==> config.mk <==
export PLATFORM = sky130hd
export DESIGN_NAME = control_sequencer
export DESIGN_NICKNAME = d
export VERILOG_FILES = /design/src/rtl/control_sequencer.sv
export SDC_FILE = /design/constraint.sdc
export NUM_CORES = 1
export LEC_CHECK = 0
export ABC_AREA = 1
export BUFFER_PORTS_ARGS = -buffer_cell sky130_fd_sc_hd__buf_2
export CAP_MARGIN = 0
export CORE_AREA = 2 2 78 62
export CTS_BUF_LIST = sky130_fd_sc_hd__clkbuf_8 sky130_fd_sc_hd__clkbuf_16
export DETAILED_ROUTE_END_ITERATION = 7
export DIE_AREA = 0 0 80 64
export GPL_TIMING_DRIVEN = 0
export PLACE_DENSITY = 0.71
export SYNTH_ARGS = -nofsm -noshare
export SYNTH_HDL_FRONTEND = slang
export SYNTH_SLANG_ARGS = --single-unit
==> constraint.sdc <==
create_clock -name Clock -period 1.55 [get_ports Clock]
set_input_delay 0.155 -clock Clock [delete_from_list [all_inputs] [get_ports Clock]]
set_output_delay 0.155 -clock Clock [all_outputs]
set_load 0.01 [all_outputs]
==> src/rtl/control_sequencer.sv <==
// Hardwired control sequencer for a single-bus datapath: fetches an
// instruction (T0-T2), decodes the opcode (T3), and drives the ALU
// execute phases (T4-T5) plus a HI write for multiply/divide (T6).
//
// Ports:
//   Clock, Reset     rising-edge clock, asynchronous active-high reset
//   Run              start request, honoured in IDLE and on Done cycles
//   IR               instruction register: opcode[31:27] Ra[26:23] Rb[22:19] Rc[18:15]
//   PCout..HIin      single-bit datapath strobes, decoded from present state
//   Rout, Rin        one-hot register bus select / register load enable
//   operation        ALU operation code (valid in T4)
//   Done, Illegal    instruction-complete / bad-opcode pulses
//   instr_count      completed-instruction counter (wraps)
module control_sequencer #(
   parameter logic [4:0] ALU_LAST = 5'd11,
   parameter logic [4:0] OP_MUL   = 5'd14,
   parameter logic [4:0] OP_DIV   = 5'd15
) (
   input  logic        Clock,
   input  logic        Reset,
   input  logic        Run,
   input  logic [31:0] IR,
   output logic        PCout,
   output logic        MARin,
   output logic        IncPC,
   output logic        Zin,
   output logic        PCin,
   output logic        Read,
   output logic        MDRin,
   output logic        MDRout,
   output logic        IRin,
   output logic        Yin,
   output logic        Zlowout,
   output logic        ZHighout,
   output logic        LOin,
   output logic        HIin,
   output logic [15:0] Rout,
   output logic [15:0] Rin,
   output logic [4:0]  operation,
   output logic        Done,
   output logic        Illegal,
   output logic [15:0] instr_count
);

   localparam int unsigned REG_W = 16;
   localparam int unsigned CNT_W = 16;

   typedef enum logic [2:0] {IDLE, T0, T1, T2, T3, T4, T5, T6} state_t;

   state_t      state;
   state_t      state_nxt;

   logic [4:0]  opcode;
   logic [3:0]  ra;
   logic [3:0]  rb;
   logic [3:0]  rc;
   logic        is_alu;
   logic        is_muldiv;
   logic        unused_ir;

   // Instruction field decode
   assign opcode    = IR[31:27];
   assign ra        = IR[26:23];
   assign rb        = IR[22:19];
   assign rc        = IR[18:15];
   assign is_alu    = (opcode <= ALU_LAST);
   assign is_muldiv = (opcode == OP_MUL) || (opcode == OP_DIV);
   assign unused_ir = ^IR[14:0];

   // State register
   always_ff @(posedge Clock or posedge Reset) begin
      if (Reset) state <= IDLE;
      else       state <= state_nxt;
   end

   // Completed-instruction counter
   always_ff @(posedge Clock or posedge Reset) begin
      if (Reset)     instr_count <= '0;
      else if (Done) instr_count <= instr_count + CNT_W'(1);
   end

   // Next-state and strobe decode
   always_comb begin
      state_nxt = state;
      PCout     = 1'b0;
      MARin     = 1'b0;
      IncPC     = 1'b0;
      Zin       = 1'b0;
      PCin      = 1'b0;
      Read      = 1'b0;
      MDRin     = 1'b0;
      MDRout    = 1'b0;
      IRin      = 1'b0;
      Yin       = 1'b0;
      Zlowout   = 1'b0;
      ZHighout  = 1'b0;
      LOin      = 1'b0;
      HIin      = 1'b0;
      Rout      = '0;
      Rin       = '0;
      operation = 5'd0;
      Done      = 1'b0;
      Illegal   = 1'b0;

      case (state)
         IDLE: begin
            if (Run) state_nxt = T0;
         end
         T0: begin
            PCout     = 1'b1;
            MARin     = 1'b1;
            IncPC     = 1'b1;
            Zin       = 1'b1;
            state_nxt = T1;
         end
         T1: begin
            Zlowout   = 1'b1;
            PCin      = 1'b1;
            Read      = 1'b1;
            MDRin     = 1'b1;
            state_nxt = T2;
         end
         T2: begin
            MDRout    = 1'b1;
            IRin      = 1'b1;
            state_nxt = T3;
         end
         T3: begin
            if (is_alu || is_muldiv) begin
               Rout      = REG_W'(1) << rb;
               Yin       = 1'b1;
               state_nxt = T4;
            end else begin
               // Unknown opcode: abort without touching registers or the counter
               Illegal   = 1'b1;
               state_nxt = IDLE;
            end
         end
         T4: begin
            Rout      = REG_W'(1) << rc;
            Zin       = 1'b1;
            operation = opcode;
            state_nxt = T5;
         end
         T5: begin
            Zlowout = 1'b1;
            if (is_muldiv) begin
               LOin      = 1'b1;
               state_nxt = T6;
            end else begin
               // Rin stays gated by is_alu in case IR changed after decode
               if (is_alu) Rin = REG_W'(1) << ra;
               Done      = 1'b1;
               state_nxt = Run ? T0 : IDLE;
            end
         end
         T6: begin
            ZHighout  = 1'b1;
            HIin      = 1'b1;
            Done      = 1'b1;
            state_nxt = Run ? T0 : IDLE;
         end
         default: state_nxt = IDLE;
      endcase
   end

endmodule

==> reports/results.tsv, run 1 <==
stage	metric	value	unit
global_routing	via_count_of_the_first_global_routing_pass	1939	
routing	detailedRoute.firstPassIterationCount	4	
layout	final_layout_size_suffix_gt1_share	45.4	%
synthesis	post_synth_edffs	0	
floorplan	initial_utilization	39.0	%
routing	post_drt_via_cell_ratio	4.96	
synthesis	synth_cell_types	24	
setup_path	cp_max_fo	8	
synthesis	synthXorXnorAreaFrac	2.61	%
place	finalWeightedCongestion	0.821	
synthesis	synth_top_family_by_area	simple AND/OR/NAND/NOR gates	
synthesis	synth_top_flop_cell	sky130_fd_sc_hd__dfrtp_1	
synthesis	mappedNetlistNets	307	
setup_path	critPathLaunchType	flip-flop	
setup_path	end_kind	primary output	
synthesis	synth_top_cell_by_area	sky130_fd_sc_hd__dfrtp_1	
synthesis	synth.yosys.seq_area_share	28.3	%
sta	finalClockSkew	4.90	ps
layout	layout.cells.most_common_list	sky130_fd_sc_hd__buf_2, sky130_fd_sc_hd__nand2_1, sky130_fd_sc_hd__inv_1, sky130_fd_sc_hd__nor2_1, sky130_fd_sc_hd__nand3_1	
clock_network	cts_inserted_buffers	3	
synthesis	synth.area.top_cells	sky130_fd_sc_hd__dfrtp_1, sky130_fd_sc_hd__nand2_1, sky130_fd_sc_hd__inv_1	
layout	mostFrequentLayoutCell	sky130_fd_sc_hd__buf_2	
sta	period_needed	1680	ps
pwr	irDropWorstVdd	587	µV
routing	postRouteWirelength	5.56	mm
job	cap_viol_max_count	0	
sta	tightestPinTransition	729	ps
run_status	result_of_the_run	finished with violations	
sta	finalWorstSetupSlack	-133	ps
sta	hold_viol	0	
synthesis	yosys_warnings	0	
clock_network	tritoncts	built	
place	io_buffers	87	
setup_path	path_class	reg -> out	
routing	remaining_drc_errors	0	
hold_path	min-delay-path-class	in -> async	
global_routing	grt_usage	21.1	%
sta	achievable-frequency	594	MHz
layout	final_net_count	416	
sta	rsz_0062_raised_after_global_routing	yes	
routing	detailroute.via_count	2161	
clock_network	root_buffer	sky130_fd_sc_hd__clkbuf_8	
floorplan	die-height	64	µm
synthesis	synth-seq-cells	19	
sta	setup_viol	37	
global_routing	antenna_found_initial	0	
sta	slew_headroom	51.4	%
synthesis	synth_async_sr_flop_share	100	%
global_routing	grt-ovfl-total	0	
synthesis	area_fraction_in_compound_gates_after_synthesis	8.72	%
routing	ant_nets	0	
layout	util_after_layout	62.8	%
routing	wl_per_cell	12.8	µm
routing	drtIter0Drc	96	
synthesis	fraction_of_synthesized_area_in_multiplexers	0	%
layout	post-route-cell-area	2710	µm²
floorplan	die_x	80	µm
synthesis	netlist_area	1680	µm²
sta	final.period_utilization	109	%
synthesis	synthSimpleGateAreaFrac	44.0	%
setup_path	cp_data_required_time	1390	ps
sta	timing.final.max_slew_violations	0	
clock_network	clock_tree_buf_depth	2	
place	total_half_perimeter_wirelength_after_legalization_and_detailed_placement	3.66	mm
layout	antenna-diode-count	0	
synthesis	synth_adder_area_share	0.745	%
setup_path	critical_path_arrival	1530	ps
setup_path	critical_register_to_register_path_startpoint	state[1]	
floorplan	core-area	4310	µm²
clock_network	worstSkewPairLatency	250	ps
clock_network	clk_pin_slew	70	ps
clock_network	tritoncts_num_sinks	19	
pwr	cellLeakagePower	1.43	nW
clock_network	htree_levels	1	
run_status	violations	negative setup slack	
place	placed_cell_area	2190	µm²
global_routing	grt_start_max_net_pins	20	
layout	syn2layout_area_growth	61.1	%
synthesis	synth_largest_type_area_fraction	28.3	%
global_routing	grt_pass1_wl	8.65	mm
floorplan	number_of_primary_i_o_pins	104	
pwr	power_density	985	nW/µm²
setup_path	worstSetupStartpoint	state[1]	
synthesis	synthesized_instance_count	271	
floorplan	design.die.area	5120	µm²
synthesis	synth_area_per_cell	6.20	µm²
floorplan	floorplan.rows	21	
-- routing by layer --
| layer | up-vias | wire, µm | global-route usage (%) |
|---|---|---|---|
| li1 | 1078 | - | - |
| met1 | 1022 | 2320 | 26.1 |
| met2 | 57 | 2910 | 36.6 |
| met3 | 4 | 293 | 5.23 |
| met4 | 0 | 36 | 5.30 |
| met5 | - | 0 | 0 |
-- final timing paths --
kind,cells past startpoint,slack [ps],endpoint
min in group Clock,3,170,state[0]
setup / recovery,6,-130,Rout[9]
max in group asynchronous,2,1030,state[2]
hold reg to reg,2,500,instr_count[13]
setup reg to reg,10,30,instr_count[15]
hold / removal,2,10,instr_count[7]
-- repair_timing --
item,4_1_cts,5_1_grt
setup endpoints to repair,42,55
setup buffers,8,9
pin swaps,21,19
gates resized for setup,39,33
gates cloned,1,1
hold buffers,0,0
-- metrics by stage --
stage / cells / total power (W) / hold WS, ps / worst slack, ps / TNS, ps
after floorplan: 271 / 0.00144 / 106 / 138 / 0
after global placement: 415 / 0.00179 / 317 / 3.22 / 0
after detailed placement: 415 / 0.00182 / 321 / -5.72 / -5.72
after CTS: 427 / 0.00243 / 45.9 / -103 / -2690
after global routing: 436 / 0.00287 / 93.9 / -209 / -6270
final: 436 / 0.00267 / 14.6 / -133 / -2190
-- power breakdown --
group / internal, W / switching (W)
sequential: 0.000598 / 0.000122
combinational: 0.000751 / 0.000858
clock: 0.000176 / 0.000160
-- worst max-delay path: stages (launching register included) --
cell and delay (ps):
sky130_fd_sc_hd__dfrtp_2 450, sky130_fd_sc_hd__inv_4 70, sky130_fd_sc_hd__nand2_4 70, sky130_fd_sc_hd__nor2_4 180
sky130_fd_sc_hd__nand2_4 140, sky130_fd_sc_hd__o22ai_2 210, sky130_fd_sc_hd__buf_2 160
-- synthesized netlist by cell type, types with 3 or more instances --
cell type                  n
sky130_fd_sc_hd__dfrtp_1  19
sky130_fd_sc_hd__xor2_1    3
sky130_fd_sc_hd__o21ai_0   6
sky130_fd_sc_hd__nand3_1  21
sky130_fd_sc_hd__buf_6     5
sky130_fd_sc_hd__buf_4     6
sky130_fd_sc_hd__inv_1    40
sky130_fd_sc_hd__nand2_1  77
sky130_fd_sc_hd__nor3_1   16
sky130_fd_sc_hd__nand4_1   7
sky130_fd_sc_hd__nor2_1   36
sky130_fd_sc_hd__o22ai_1  16
-- flip-flops by register name, summed over array words and instances, names as in the netlist --
signal       count
instr_count     16
state            3
-- cell type report --
cell class / instances / area [µm²]
Fill cell: 406 / 1600
Multi-Input combinational cell: 198 / 1190
Timing Repair Buffer: 106 / 658
Sequential cell: 19 / 480
Inverter: 42 / 165
Buffer: 10 / 90.1
Tap cell: 57 / 71.3
Clock buffer: 3 / 41.3
Clock inverter: 1 / 3.75
-- logic make-up after synthesis --
group / Yosys count
simple gates: 167
buf+inv: 54
compound gates: 25
flops: 19
xor+xnor: 5
fa+ha+maj: 1
No activity file was read; power rests on OpenSTA's default activity.
==> inputs of run 2 (changes only) <==
Settings changed: ABC_AREA 1 to unset, CORE_AREA 2 2 78 62 to 2 2 71 56, DIE_AREA 0 0 80 64 to 0 0 73 58, PLACE_DENSITY 0.71 to 0.76.
==> run 2 against run 1 <==
Effect of this change: the run ends with negative hold slack, negative setup slack left; register-to-register slack lost 110 ps; via count shrank 25%; clock-buffer cell count is the same; non-clock buffer count shrank 5; synthesized cell count shrank 41%; clock power grew 3%; final area shrank 14%; largest cell class unchanged.
==> reports/results.tsv, run 2 <==
stage	metric	value	unit	change
place	total_half_perimeter_wirelength_after_legalization_and_detailed_placement	3.02	mm	-18%
clock_network	ctsHoldBuffers	0		unchanged
routing	post_drt_via_cell_ratio	5.24		+5.7%
setup_path	critPathLaunchType	flip-flop		
routing	detailroute.via_count	1619		-25%
routing	ant_nets	0		unchanged
global_routing	antenna_found_initial	0		unchanged
floorplan	design.die.area	4230	µm²	-17%
global_routing	via_count_of_the_first_global_routing_pass	1335		-31%
setup_path	cp_max_fo	6		-2
sta	finalClockSkew	6.57	ps	+1.68 ps
layout	util_after_layout	65.6	%	+2.8 points
sta	timing.hold.ws	-7.13	ps	-21.7 ps
sta	period_needed	2070	ps	+386 ps
synthesis	synth_largest_type_area_fraction	34.6	%	+6.3 points
clock_network	worstSkewPairLatency	260	ps	about the same
run_status	violations	negative hold slack, negative setup slack		
sta	timing.final.max_slew_violations	0		unchanged
sta	tightestPinTransition	698	ps	-30.4 ps
clock_network	clock_tree_buf_depth	2		unchanged
sta	rsz_0062_raised_after_global_routing	yes		
pwr	share_of_power_burned_in_registers	28.5	%	+1.5 points
synthesis	synthesized_instance_count	161		-41%
routing	wl_per_cell	13.6	µm	+6.2%
sta	slew_headroom	53.4	%	+2.0 points
pwr	irDropWorstVdd	832	µV	+42%
place	finalWeightedCongestion	0.778		-5.2%
run_status	result_of_the_run	finished with violations		
routing	remaining_drc_errors	0		unchanged
setup_path	path_class	reg -> out		
routing	drtIter0Drc	51		-47%
synthesis	synth_cell_types	38		+58%
global_routing	grt_pass1_wl	6.20	mm	-28%
job	cap_viol_max_count	0		unchanged
synthesis	synth.most_common_cell	sky130_fd_sc_hd__nor2_1		
synthesis	synth_top_cell_by_area	sky130_fd_sc_hd__dfrtp_1		
floorplan	floorplan.rows	19		-9.5%
layout	mostFrequentLayoutCell	sky130_fd_sc_hd__buf_2		
sta	finalWorstSetupSlack	-518	ps	-386 ps
layout	final_net_count	304		-27%
sta	setup_total_negative_slack	-14580	ps	-12,390 ps
global_routing	grt-ovfl-total	0		unchanged
layout	reg_top3	instr_count (16), state (3)		
synthesis	netlist_area	1370	µm²	-18%
clock_network	tritoncts	built		
place	io_buffers	88		+1.1%
synthesis	synth.area.top_cells	sky130_fd_sc_hd__dfrtp_1, sky130_fd_sc_hd__o22ai_1, sky130_fd_sc_hd__xnor2_1		
sta	final.period_utilization	133	%	+25 points
floorplan	die-height	58	µm	-9.4%
layout	layout.cells.most_common_list	sky130_fd_sc_hd__buf_2, sky130_fd_sc_hd__dfrtp_1, sky130_fd_sc_hd__buf_6, sky130_fd_sc_hd__nor2_1, sky130_fd_sc_hd__buf_4		
clock_network	root_buffer	sky130_fd_sc_hd__clkbuf_8		
synthesis	synth_area_per_cell	8.53	µm²	+38%
pwr	fraction_of_power_consumed_by_the_clock_network	13.5	%	+0.9 points
synthesis	synth.yosys.seq_area_share	34.6	%	+6.3 points
pwr	sw_frac_of_total	39.3	%	-3.5 points
setup_path	cp_data_required_time	1390	ps	about the same
layout	syn2layout_area_growth	69.0	%	
synthesis	synth_top_cells_by_count	sky130_fd_sc_hd__nor2_1, sky130_fd_sc_hd__dfrtp_1, sky130_fd_sc_hd__o22ai_1, sky130_fd_sc_hd__nand2_1, sky130_fd_sc_hd__xnor2_1		
clock_network	cts_inserted_buffers	3		unchanged
place	placed_cell_area	1940	µm²	-11%
floorplan	initial_utilization	38.8	%	-0.18 points
floorplan	core-area	3540	µm²	-18%
layout	count_of_filler_cells_inserted_in_the_layout	289		-29%
synthesis	yosys_warnings	0		unchanged
setup_path	critical_path_arrival	1910	ps	+380 ps
synthesis	synth_top_flop_cell	sky130_fd_sc_hd__dfrtp_1		
layout	registers.top_by_ff_count	instr_count		
layout	multi_input_comb_area	1020	µm²	-14%
place	dp.cells	291		-30%
sta	hold_viol	11		+11
routing	postRouteWirelength	4.19	mm	-25%
floorplan	die_x	73	µm	-8.8%
global_routing	grt_usage	18.4	%	-2.7 points
clock_network	clk_pin_slew	70	ps	about the same
layout	antenna-diode-count	0		unchanged
sta	achievable-frequency	483	MHz	-19%
setup_path	end_kind	primary output		
synthesis	post_synth_edffs	0		unchanged
layout	final_layout_size_suffix_gt1_share	59.6	%	+14 points
routing	detailedRoute.firstPassIterationCount	4		unchanged
clock_network	tritoncts_num_sinks	19		unchanged
pwr	netSwitchingPower	0.00100	W	-12%
pwr	cellLeakagePower	1.20	nW	-16%
synthesis	synth_async_sr_flop_share	100	%	unchanged
clock_network	htree_levels	1		unchanged
layout	post_route_non_filler_standard_cell_count	309		-29%
pwr	p_int	0.00155	W	+1.8%
synthesis	mappedNetlistNets	197		-36%
global_routing	grt_start_max_net_pins	20		unchanged
layout	seq_area	478	µm²	-0.52%
synthesis	synth-seq-cells	19		unchanged
hold_path	min-delay-path-class	in -> async		
layout	largest_register_ffs	16		unchanged
sta	setup_viol	48		+30%
floorplan	number_of_primary_i_o_pins	104		unchanged
pwr	power_density	1100	nW/µm²	+12%
layout	post-route-cell-area	2320	µm²	-14%
pwr	pwr-share-comb	58.0	%	-2.4 points
## run 2: cell count changes in the layout (fill, tap and decap cells not counted), sizes merged, moves of 16 or more
cell	delta
inv	-38
nand2	-69
nand3	-16
nor2	-19
## run 2: critical path, stage by stage, from the launching register on
cell and delay (ps):
sky130_fd_sc_hd__dfrtp_2 440, sky130_fd_sc_hd__or3b_4 400, sky130_fd_sc_hd__nor3_4 260, sky130_fd_sc_hd__nand3b_1 210
sky130_fd_sc_hd__o22ai_1 190, sky130_fd_sc_hd__buf_2 160
## run 2: power groups by stage
stage | registers [W] | logic (W) | clock network (W)
6_report | 0.000728 | 0.00148 | 0.000346
5_1_grt | 0.000749 | 0.00161 | 0.000376
4_1_cts | 0.000716 | 0.00114 | 0.000350
3_5_place_dp | 0.000748 | 0.000942 | 0
3_3_place_gp | 0.000746 | 0.000923 | 0
2_1_floorplan | 0.000744 | 0.000591 | 0
## run 2: path summary, 6_finish.rpt
path / from / end / slack (ps) / cells past startpoint
max in group asynchronous: Reset / state[1] / 1070 / 2
min in group Clock: Run / state[0] / 200 / 3
hold reg to reg: instr_count[15] / instr_count[15] / 480 / 1
setup reg to reg: state[0] / instr_count[12] / -80 / 8
setup / recovery: state[1] / Rout[9] / -520 / 5
hold / removal: Reset / instr_count[13] / -7 / 2
## run 2: per-stage QoR
stage	hold slack [ps]	worst slack [ps]	total power [W]
floorplan	106	-110	0.00134
global placement	308	-300	0.00167
detailed placement	307	-315	0.00169
CTS	29.5	-567	0.00220
global route	64.3	-623	0.00273
finish	-7.13	-518	0.00256
## run 2: cell families after synthesis
family,share of synthesized area (%)
adders and majority gates,0.911
and+or+nand+nor,37.0
xor gates and xnor gates,9.56
muxes,0.820
buffers and inverters,5.37
DFF,34.6
AOI/OAI and AO/OA,11.7
## run 2: layout make-up
cell class              instances  area share [%]
multi-input cells             129            44.1
repair buffers                103            26.8
flip-flops and latches         19            20.6
plain buffers                   8            3.34
well taps                      42            2.26
clock buffers                   3            1.78
inverters                       4           0.862
clock inverters                 1           0.216
## run 2: routing by layer
layer / track usage (%) / share of wire (%)
met5: 0 / 0
met3: 4.00 / 5.0
met1: 26.5 / 45
met4: 4.23 / 0.81
met2: 28.3 / 49
## run 2: timing repair
item | CTS | global route
pin swaps | 10 | 20
setup endpoints to repair | 40 | 47
gates resized for setup | 18 | 39
buffers inserted | 8 | 9
==> inputs of run 3 (changes only) <==
Settings changed: CTS_BUF_LIST sky130_fd_sc_hd__clkbuf_8 sky130_fd_sc_hd__clkbuf_16 to sky130_fd_sc_hd__clkbuf_4 sky130_fd_sc_hd__clkbuf_8 sky130_fd_sc_hd__clkbuf_16, GPL_TIMING_DRIVEN 0 to unset.
==> run 3 against run 2 <==
Effect of this change: the run ends with negative setup slack left; die area did not move; sequential share of layout area is 1.6 points higher; register-to-register slack improved by 60 ps; clock power up 1%; final area is 7.7% lower; global-route usage decreased by 0.95 points; clock-buffer cell count up 1; core utilization down 5.1 points; sequential cell count unchanged; via count is 2.7% lower; wire length down 6.6%; worst hold slack gained 160 ps; highest routed layer unchanged.
==> reports/results.tsv, run 3 (synthesized netlist as in run 2, its figures left out) <==
stage	metric	value	unit	change
sta	final.period_utilization	130	%	-3.9 points
routing	ant_nets	0		unchanged
setup_path	crit_path_top_delay_cell	sky130_fd_sc_hd__dfrtp_1		
place	placed_cell_area	1990	µm²	+2.8%
routing	post_drt_via_cell_ratio	5.18		-1.1%
layout	registers.top_by_ff_count	instr_count		
global_routing	antenna_found_initial	0		unchanged
routing	postRouteWirelength	3.91	mm	-6.6%
layout	count_of_filler_cells_inserted_in_the_layout	342		+18%
sta	period_needed	2010	ps	-60.6 ps
pwr	fraction_of_power_consumed_by_the_clock_network	15.7	%	+2.2 points
floorplan	floorplan.rows	19		unchanged
layout	reg_top3	instr_count (16), state (3)		
clock_network	cts_inserted_buffers	3		unchanged
routing	detailedRoute.firstPassIterationCount	4		unchanged
global_routing	via_count_of_the_first_global_routing_pass	1342		+0.52%
layout	seq_area	475	µm²	-0.52%
setup_path	end_kind	primary output		
sta	setup_total_negative_slack	-11790	ps	+2780 ps
sta	finalClockSkew	1.05	ps	-5.53 ps
run_status	result_of_the_run	finished with violations		
hold_path	holdCritStartpoint	Run		
place	total_half_perimeter_wirelength_after_legalization_and_detailed_placement	3.12	mm	+3.3%
job	cap_viol_max_count	0		unchanged
pwr	pwr-share-comb	55.7	%	-2.3 points
layout	layout.cells.most_common_list	sky130_fd_sc_hd__buf_2, sky130_fd_sc_hd__dfrtp_1, sky130_fd_sc_hd__nor2_1, sky130_fd_sc_hd__buf_4, sky130_fd_sc_hd__nand2_1		
global_routing	grt_usage	17.4	%	-0.95 points
clock_network	root_buffer	sky130_fd_sc_hd__clkbuf_8		
setup_path	cp_max_fo	6		unchanged
sta	setup_viol	34		-29%
clock_network	worstSkewPairLatency	250	ps	about the same
global_routing	grt_pass1_wl	5.95	mm	-4.1%
sta	timing.final.max_slew_violations	0		unchanged
run_status	violations	negative setup slack		
pwr	irDropWorstVdd	653	µV	-21%
floorplan	number_of_primary_i_o_pins	104		unchanged
sta	tightestPinTransition	364	ps	-334 ps
pwr	power_density	1050	nW/µm²	-5.1%
sta	finalWorstSetupSlack	-458	ps	+60.6 ps
routing	remaining_drc_errors	0		unchanged
global_routing	grt_start_max_net_pins	20		unchanged
layout	util_after_layout	60.5	%	-5.1 points
layout	final_net_count	299		-1.6%
layout	antenna-diode-count	0		unchanged
sta	achievable-frequency	498	MHz	+3.0%
layout	mostFrequentLayoutCell	sky130_fd_sc_hd__buf_2		
pwr	cellLeakagePower	1.14	nW	-5.3%
setup_path	path_class	reg -> out		
routing	wl_per_cell	12.9	µm	-5.1%
floorplan	die_x	73	µm	unchanged
setup_path	crit_path_max_incr_delay	410	ps	-30 ps
routing	drtIter0Drc	51		unchanged
clock_network	clk_pin_slew	60	ps	about the same
setup_path	timing.critical_path.cells	or3b_4, nor3_4, nand2_1, o22ai_2, buf_2		
hold_path	min-delay-path-class	in -> reg		
setup_path	path_delay_family	simple AND/OR/NAND/NOR gates		
layout	final_layout_size_suffix_gt1_share	54.6	%	-5.0 points
floorplan	core-area	3540	µm²	unchanged
layout	post-route-cell-area	2140	µm²	-7.7%
setup_path	critical_path_buf_inv_count	1		unchanged
pwr	p_int	0.00139	W	-11%
place	io_buffers	88		unchanged
clock_network	tritoncts_num_sinks	19		unchanged
floorplan	initial_utilization	38.8	%	unchanged
global_routing	grt-ovfl-total	0		unchanged
clock_network	tritoncts	built		
clock_network	clock_tree_buf_depth	2		unchanged
floorplan	die-height	58	µm	unchanged
sta	hold_viol	0		-11
sta	rsz_0062_raised_after_global_routing	yes		
layout	largest_register_ffs	16		unchanged
place	finalWeightedCongestion	0.803		+3.3%
routing	detailroute.via_count	1575		-2.7%
setup_path	worstSetupStartpoint	state[1]		
pwr	netSwitchingPower	0.000853	W	-15%
setup_path	critical_path_arrival	1850	ps	-60 ps
setup_path	cp_data_required_time	1390	ps	about the same
setup_path	r2r_setup_slack	-20	ps	+60 ps
pwr	sw_frac_of_total	38.1	%	-1.2 points
clock_network	htree_levels	1		unchanged
pwr	share_of_power_burned_in_registers	28.6	%	about the same
sta	slew_headroom	75.7	%	+22 points
setup_path	critical_register_to_register_path_startpoint	state[0]		
setup_path	critPathLaunchType	flip-flop		
layout	multi_input_comb_area	960	µm²	-6.3%
layout	syn2layout_area_growth	56.0	%	
floorplan	design.die.area	4230	µm²	unchanged
[run 3: worst min-delay path, stage by stage]
cell and delay [ps]:
sky130_fd_sc_hd__buf_2 80, sky130_fd_sc_hd__a311oi_1 70, sky130_fd_sc_hd__o21ai_0 60
[run 3: final cells by class]
class | count | share of cell area [%]
clock buffers | 4 | 2.28
inverters | 4 | 0.701
multi-input cells | 129 | 44.8
flip-flops and latches | 19 | 22.2
well taps | 42 | 2.45
repair buffers | 106 | 27.6
[run 3: per-stage QoR]
stage	hold WS, ps	std cells	setup WS (ps)	power (W)
final	152	304	-458	0.00224
after global routing	161	304	-563	0.00241
after CTS	152	304	-461	0.00222
after detailed placement	193	297	-174	0.00182
after global placement	192	297	-151	0.00180
after floorplan	106	161	-110	0.00134
[run 3: per-layer routing]
metal / vias to the layer above / GRT usage [%] / share of wire (%) / wire [µm]
met5: - / 0 / 0 / 0
met4: 0 / 3.17 / 0.54 / 21
met3: 5 / 2.96 / 4.3 / 170
met2: 49 / 28.3 / 48 / 1890
met1: 744 / 24.8 / 47 / 1830
li1: 777 / - / - / -
[run 3: path summary, 6_finish.rpt]
| path | end | cells past startpoint |
|---|---|---|
| setup / recovery | Rout[1] | 5 |
| hold / removal | state[0] | 3 |
| min in group asynchronous | instr_count[13] | 4 |
| max in group asynchronous | instr_count[8] | 4 |
| hold reg to reg | instr_count[15] | 1 |
| setup reg to reg | state[2] | 6 |
[run 3: power groups by stage]
stage / logic, W / clock network, W / registers, W
2_1_floorplan: 0.000591 / 0 / 0.000744
3_3_place_gp: 0.00115 / 0 / 0.000646
3_5_place_dp: 0.00117 / 0 / 0.000647
4_1_cts: 0.00122 / 0.000361 / 0.000640
5_1_grt: 0.00136 / 0.000392 / 0.000653
6_report: 0.00125 / 0.000351 / 0.000641
[run 3: repair_timing]
item                                    in CTS  in global routing
pin swaps                                    5                  5
endpoints found under the hold margin       19                  0
buffers inserted                             2                  0
gates resized for setup                      6                 12
endpoints found under the setup margin      38                 42
hold buffers                                 1                  0
